$ cat config.mk
export PLATFORM = sky130hd
export DESIGN_NAME = instr_fetch
export DESIGN_NICKNAME = d
export VERILOG_FILES = /design/src/rtl/instr_fetch.sv
export SDC_FILE = /design/constraint.sdc
export NUM_CORES = 1
export LEC_CHECK = 0
export CAP_MARGIN = 20
export CORE_ASPECT_RATIO = 1.2
export CORE_UTILIZATION = 36
export CTS_CLUSTER_SIZE = 14
export DETAILED_ROUTE_END_ITERATION = 12
export GPL_TIMING_DRIVEN = 1
export HOLD_SLACK_MARGIN = 0.03
export MAX_ROUTING_LAYER = met4
export PLACE_DENSITY = 0.78
export SLEW_MARGIN = 20
export SYNTH_ARGS = -nofsm -noshare
export SYNTH_HDL_FRONTEND = slang
export SYNTH_SLANG_ARGS = --single-unit
$ cat constraint.sdc
create_clock -name clk -period 1.95 [get_ports clk]
set_input_delay 0.2925 -clock clk [delete_from_list [all_inputs] [get_ports clk]]
set_output_delay 0.2925 -clock clk [all_outputs]
set_load 0.03 [all_outputs]
$ cat src/rtl/instr_fetch.sv
// Instruction fetch stage: a BOOT/FETCH/ISSUE/TRAP sequencer that owns the PC,
// requests one word from instruction memory, and presents it to decode.
module instr_fetch #(
  parameter logic [31:0] RESET_PC = 32'h0000_0000
) (
  input  logic        clk,
  input  logic        rst_n,
  input  logic [1:0]  PCSrc,
  input  logic [31:0] PCTarget,
  input  logic [31:0] ALUResult,
  input  logic        stall,
  output logic        imem_req,
  output logic [31:0] imem_addr,
  input  logic        imem_ready,
  input  logic [31:0] imem_rdata,
  output logic [31:0] Instr,
  output logic [31:0] PC,
  output logic [31:0] PCPlus4,
  output logic        instr_valid,
  output logic        misaligned
);

  localparam logic [31:0] NOP = 32'h0000_0013;

  typedef enum logic [1:0] {
    BOOT  = 2'd0,
    FETCH = 2'd1,
    ISSUE = 2'd2,
    TRAP  = 2'd3
  } state_t;

  state_t      state_q;
  logic [31:0] pc_q;
  logic [31:0] instr_q;
  logic        misaligned_q;
  logic        imem_req_q;
  logic        instr_valid_q;

  logic [31:0] pc_plus4;
  logic [31:0] pc_d;

  assign pc_plus4 = pc_q + 32'd4;

  // jalr clears bit 0 of its target; the reserved encoding falls back to PC+4
  always_comb begin
    pc_d = pc_plus4;
    case (PCSrc)
      2'b01:   pc_d = PCTarget;
      2'b10:   pc_d = ALUResult & ~32'd1;
      default: pc_d = pc_plus4;
    endcase
  end

  always_ff @(posedge clk or negedge rst_n) begin
    if (!rst_n) begin
      state_q       <= BOOT;
      pc_q          <= RESET_PC;
      instr_q       <= NOP;
      misaligned_q  <= 1'b0;
      imem_req_q    <= 1'b0;
      instr_valid_q <= 1'b0;
    end else begin
      case (state_q)
        BOOT: begin
          state_q    <= FETCH;
          imem_req_q <= 1'b1;
        end
        FETCH: begin
          if (imem_ready) begin
            instr_q       <= imem_rdata;
            state_q       <= ISSUE;
            imem_req_q    <= 1'b0;
            instr_valid_q <= 1'b1;
          end
        end
        ISSUE: begin
          // PCSrc/PCTarget/ALUResult only matter on the edge the instruction retires
          if (!stall) begin
            pc_q          <= pc_d;
            instr_valid_q <= 1'b0;
            if (pc_d[1:0] != 2'b00) begin
              state_q      <= TRAP;
              misaligned_q <= 1'b1;
            end else begin
              state_q    <= FETCH;
              imem_req_q <= 1'b1;
            end
          end
        end
        TRAP: begin
          state_q       <= TRAP;
          imem_req_q    <= 1'b0;
          instr_valid_q <= 1'b0;
        end
        default: begin
          state_q <= BOOT;
        end
      endcase
    end
  end

  assign imem_req    = imem_req_q;
  assign imem_addr   = pc_q;
  assign Instr       = instr_q;
  assign PC          = pc_q;
  assign PCPlus4     = pc_plus4;
  assign instr_valid = instr_valid_q;
  assign misaligned  = misaligned_q;

endmodule

==> Yosys cells after proc, flatten, opt, wreduce, memory -nomap -nowiden <==
Cells that the tools add are included.
{ "op_classes": {"n_reduce_logical": 9, "n_eq_ne": 8, "muxes": 12, "bitwise_logic": 1, "addsub": 1} }
{ "op_table": {"columns": ["op", "count"], "rows": [
  ["$pmux W32 S2", 1],
  ["$add A32 B3 Y32 const B", 1],
  ["$reduce_and A3 Y1", 3],
  ["$pmux W2 S4", 1],
  ["$eq A2 B2 Y1 const B", 3],
  ["$mux W2", 3],
  ["$ne A2 B2 Y1 const B", 3],
  ["$reduce_and A2 Y1", 3],
  ["$mux W1", 5],
  ["$eq A2 B1 Y1 const B", 2],
  ["$pmux W1 S4", 1],
  ["$pmux W1 S3", 1],
  ["$reduce_bool A3 Y1", 1],
  ["$logic_not A2 Y1", 1],
  ["$reduce_bool A2 Y1", 1],
  ["$not A1 Y1", 1]
]} }
{ "word_totals": {"out_inout_bits": 131, "inputBits": 102, "wordCells": 37, "regBits": 69} }

==> Depth between registers and ports, before layout <==
{ "logic_depth": {"depth_word": 6, "ltp_mapped": 9, "depth_no_buf": 6} }

==> Least setup slack after synthesis <==
No wires, ideal clock.
{ "synth_path": {"path_type": "register to output", "start": "register pc_q[18], in the netlist PC[18]", "end": "output PCPlus4[28]", "n_path_buf": 1, "required_ns": 1.657, "stages_incl_launch_ff": 6, "arrival_ns": 2.397, "setup_slack_ns": -0.740, "path_cell_list": "dfrtp_1 -> buf_2 -> nand4_2 -> or4_4 -> or3_4 -> xnor2_1"} }
{ "synth_via": {"elab_chain_len": 1} }
{ "synth_lines": {"columns": ["item", "line_no", "source"], "rows": [
  ["from (decl)", "33", "logic [31:0] pc_q;"],
  ["from (signal assigned)", "79", "pc_q <= pc_d;"],
  ["$add A32 B3 Y32", "42", "assign pc_plus4 = pc_q + 32'd4;"],
  ["to (decl)", "18", "output logic [31:0] PCPlus4,"]
]} }
No other way between the ends.

==> Final worst setup path <==
{ "layout_path": {"start": "register pc_q[11], in the netlist PC[11]", "end": "output PCPlus4[24]"} }
Same word-level chain as after synthesis.

==> flow_summary.toml <==
[sta]
smallest_setup_slack_after_layout_ns = -0.4633
post-route-min-period_ns = 2.413
rsz_0062_raised_after_global_routing = "true"
slew_headroom = 0.6486
clock_skew_ns = 0.006756
timing.setup.tns_ns = -6.557
final-setup-viol-count = 24
timing_max_transition_violations_final = 0
max_clock_freq_ghz = 0.4144
final_hold_vio_count = 0
layout_worst_path_cycle_share = 1.238
worstMarginPinSlew_ns = 0.5270

[power_and_ir_drop]
power.clock.fraction = 0.163
vdd_drop_max_mv = 1.083
sw_frac_of_total = 0.4376
cellInternalPower_w = 0.005426
comb_power_share = 0.593
finalPower_w = 0.009649
p_sw_w = 0.004222
power_frac_seq = 0.244
power.density_nw_per_um2 = 1127
power_leakage_nw = 3.565

[status]
outcome = "complete, but fails checks"
failed_checks = "setup timing"

[synth]
synth_enable_flop_cells = 0
dominantRegCellSynth = "dfrtp_1"
syn-instance-count = 445
ys_seq_elements = 69
synthesis.area_um2 = 4338
post_synth_num_cell_types = 60
synthesis.area_per_instance_um2 = 9.748
synth_fp_nets = 550
async_flop_share = 1.000
sequential_cell_area_fraction_in_the_yosys_report = 0.3989
yosysWarnings = 0

[critical_path]
critPathKind = "reg2out"
worst-path-max-fanout = 4
timing.critical_path.from = "PC[11]"
crit_path_end_kind = "output port"
worstRegToRegCells = 6
startpoint_type = "flop"
critPathRequiredTime_ns = 1.66
reg2reg_from = "PC[11]"
worst-endpoint-arrival_ns = 2.12

[layout]
finalNonFillerCells = 903
register_area_um2 = 1760
num-fill-cells = 808
drive_gt1_frac = 0.4086
nets = 844
design_area_final_um2 = 8561
areaGrowthSynthToFinish_pct = 97.35
fin_util = 0.7333
multi_input_gate_area_um2 = 2895

[routing]
dr_total_vias = 4853
viasPerCell = 5.374
drt-initial-drc-count = 237
wl_um = 17290
post-route-drc-count = 0
routed_wire_length_per_instance_um = 19.15
antenna_left = 0
drt_pass1_iterations = 6

[cts]
cts-buffers-inserted = 9
root_buffer = "clkbuf_16"
cts_tree = "built"
insertion_delay_ns = 0.34
ctsHtreeMaxLevel = 3
numClockSinks = 69
clk_pin_slew_worst_paths_ns = 0.06
max-clock-path-buffers = 2

[floorplanning]
die_h_um = 122.3
core_area_um2 = 11670
rows = 43
start_util = 0.3716
io_pins = 233
dieArea_um2 = 12490
chip_width_um = 102.2

[global_route]
grt_max_degree = 40
globalRoute.totalOverflow = 0
antenna_found_initial = 2
grt.total_usage = 0.2817
first_global_vias = 5107
grt_pass1_wl_um = 25880

[place]
io_buffers = 231
dp_hpwl_um = 12490
gp_congestion = 0.8401
placedCellCount = 853
placedInstanceArea_um2 = 7515

[worst_hold_path]
hold_path.class = "in2async"

[job]
max_cap_viol_count = 0
-- worst max-delay path, stage by stage, from the launching register on --
cell     delay (ns)
dfrtp_2        0.36
nand4_1        0.19
or4_4          0.55
or3_4          0.38
xnor2_4        0.15
buf_6          0.15
-- metrics by stage --
stage / hold slack [ns] / setup WS, ns
final: 0.4749 / -0.4633
after CTS: 0.4923 / -0.4738
after detailed placement: 0.2964 / -0.3658
after global routing: 0.5220 / -0.5226
after global placement: 0.2907 / -0.3119
after floorplan: -0.003091 / -0.3314
-- power by group through the flow --
stage	logic (W)	registers, W	clock network [W]
after floorplan	0.00196	0.00347	0
after global placement	0.00531	0.00233	0
after global routing	0.00597	0.00242	0.00166
final	0.00572	0.00235	0.00158
after CTS	0.00560	0.00235	0.00159
after detailed placement	0.00537	0.00236	0
-- placed cells by master (no fill, tap or decap), types with 10 or more instances in the layout --
cell / instances
clkdlybuf4s50_1: 194
dfrtp_2: 24
dfrtp_1: 42
a21oi_1: 12
buf_6: 41
nand2_1: 28
inv_1: 14
o21ai_0: 23
buf_4: 96
xnor2_2: 10
mux2_2: 32
xnor2_4: 10
-- state kept, by name, indices dropped and copies added (netlist names) --
signal	cells
imem_req	1
instr_valid	1
Instr	32
misaligned	1
PC	32
state_q	2
-- synthesized netlist by cell type, types with 6 or more instances --
| master | instances | share of area |
|---|---|---|
| a21oi_1 | 12 | 0.014 |
| a221o_1 | 9 | 0.021 |
| a22oi_1 | 9 | 0.016 |
| buf_4 | 34 | 0.059 |
| clkbuf_1 | 24 | 0.021 |
| dfrtp_1 | 66 | 0.38 |
| inv_1 | 14 | 0.012 |
| mux2_2 | 32 | 0.083 |
| nand2_1 | 33 | 0.029 |
| nand3_1 | 15 | 0.017 |
| nor2_1 | 11 | 0.0095 |
| nor3_1 | 8 | 0.0092 |
| nor4_1 | 8 | 0.012 |
| o211ai_1 | 7 | 0.012 |
| o21ai_0 | 26 | 0.030 |
| o22ai_1 | 6 | 0.0087 |
| or3_1 | 11 | 0.016 |
| xnor2_1 | 21 | 0.042 |
| xor2_1 | 6 | 0.012 |
-- what timing repair did --
item | CTS | global route
hold buffers | 1 | 0
pin swaps | 31 | 28
buffers inserted | 18 | 17
gates resized for setup | 74 | 49
setup endpoints to repair | 32 | 57
endpoints found under the hold margin | 34 | 0
gates cloned | 0 | 0
-- metal layers --
metal	track usage	part of all wire	vias up
met4	0.1018	0.027	0
met5	-	0	-
met2	0.4794	0.51	269
li1	-	-	2216
met3	0.07062	0.084	32
met1	0.3184	0.38	2336
-- final cells by class --
type	instances	share of cell area
Antenna cell	2	0.0005846
Clock buffer	10	0.02792
Clock inverter	6	0.005262
Inverter	14	0.006139
Multi-Input combinational cell	297	0.3382
Sequential cell	69	0.2056
Tap cell	157	0.02295
Timing Repair Buffer	348	0.3933
-- logic make-up (layout without fill, tap and decap cells) --
family,count (synthesis),in the layout,synth area share
compound gates,119,119,0.2005
simple gates,115,115,0.1532
buf+inv,79,378,0.09893
flops,69,69,0.3989
mux,33,33,0.08538
xor+xnor,27,27,0.05451
fa+ha+maj,3,3,0.008654
other cells,0,2,0
-- path summary, 6_finish.rpt --
kind / to / slack, ns
worst min-delay path: PC[27] / 0.47
worst min register to register: misaligned / 0.51
max in group asynchronous: PC[20] / 0.74
worst max-delay path: PCPlus4[24] / -0.46
min in group clk: misaligned / 0.51
worst max register to register: PC[20] / 0.02
Power figures use the tool's default switching activity.
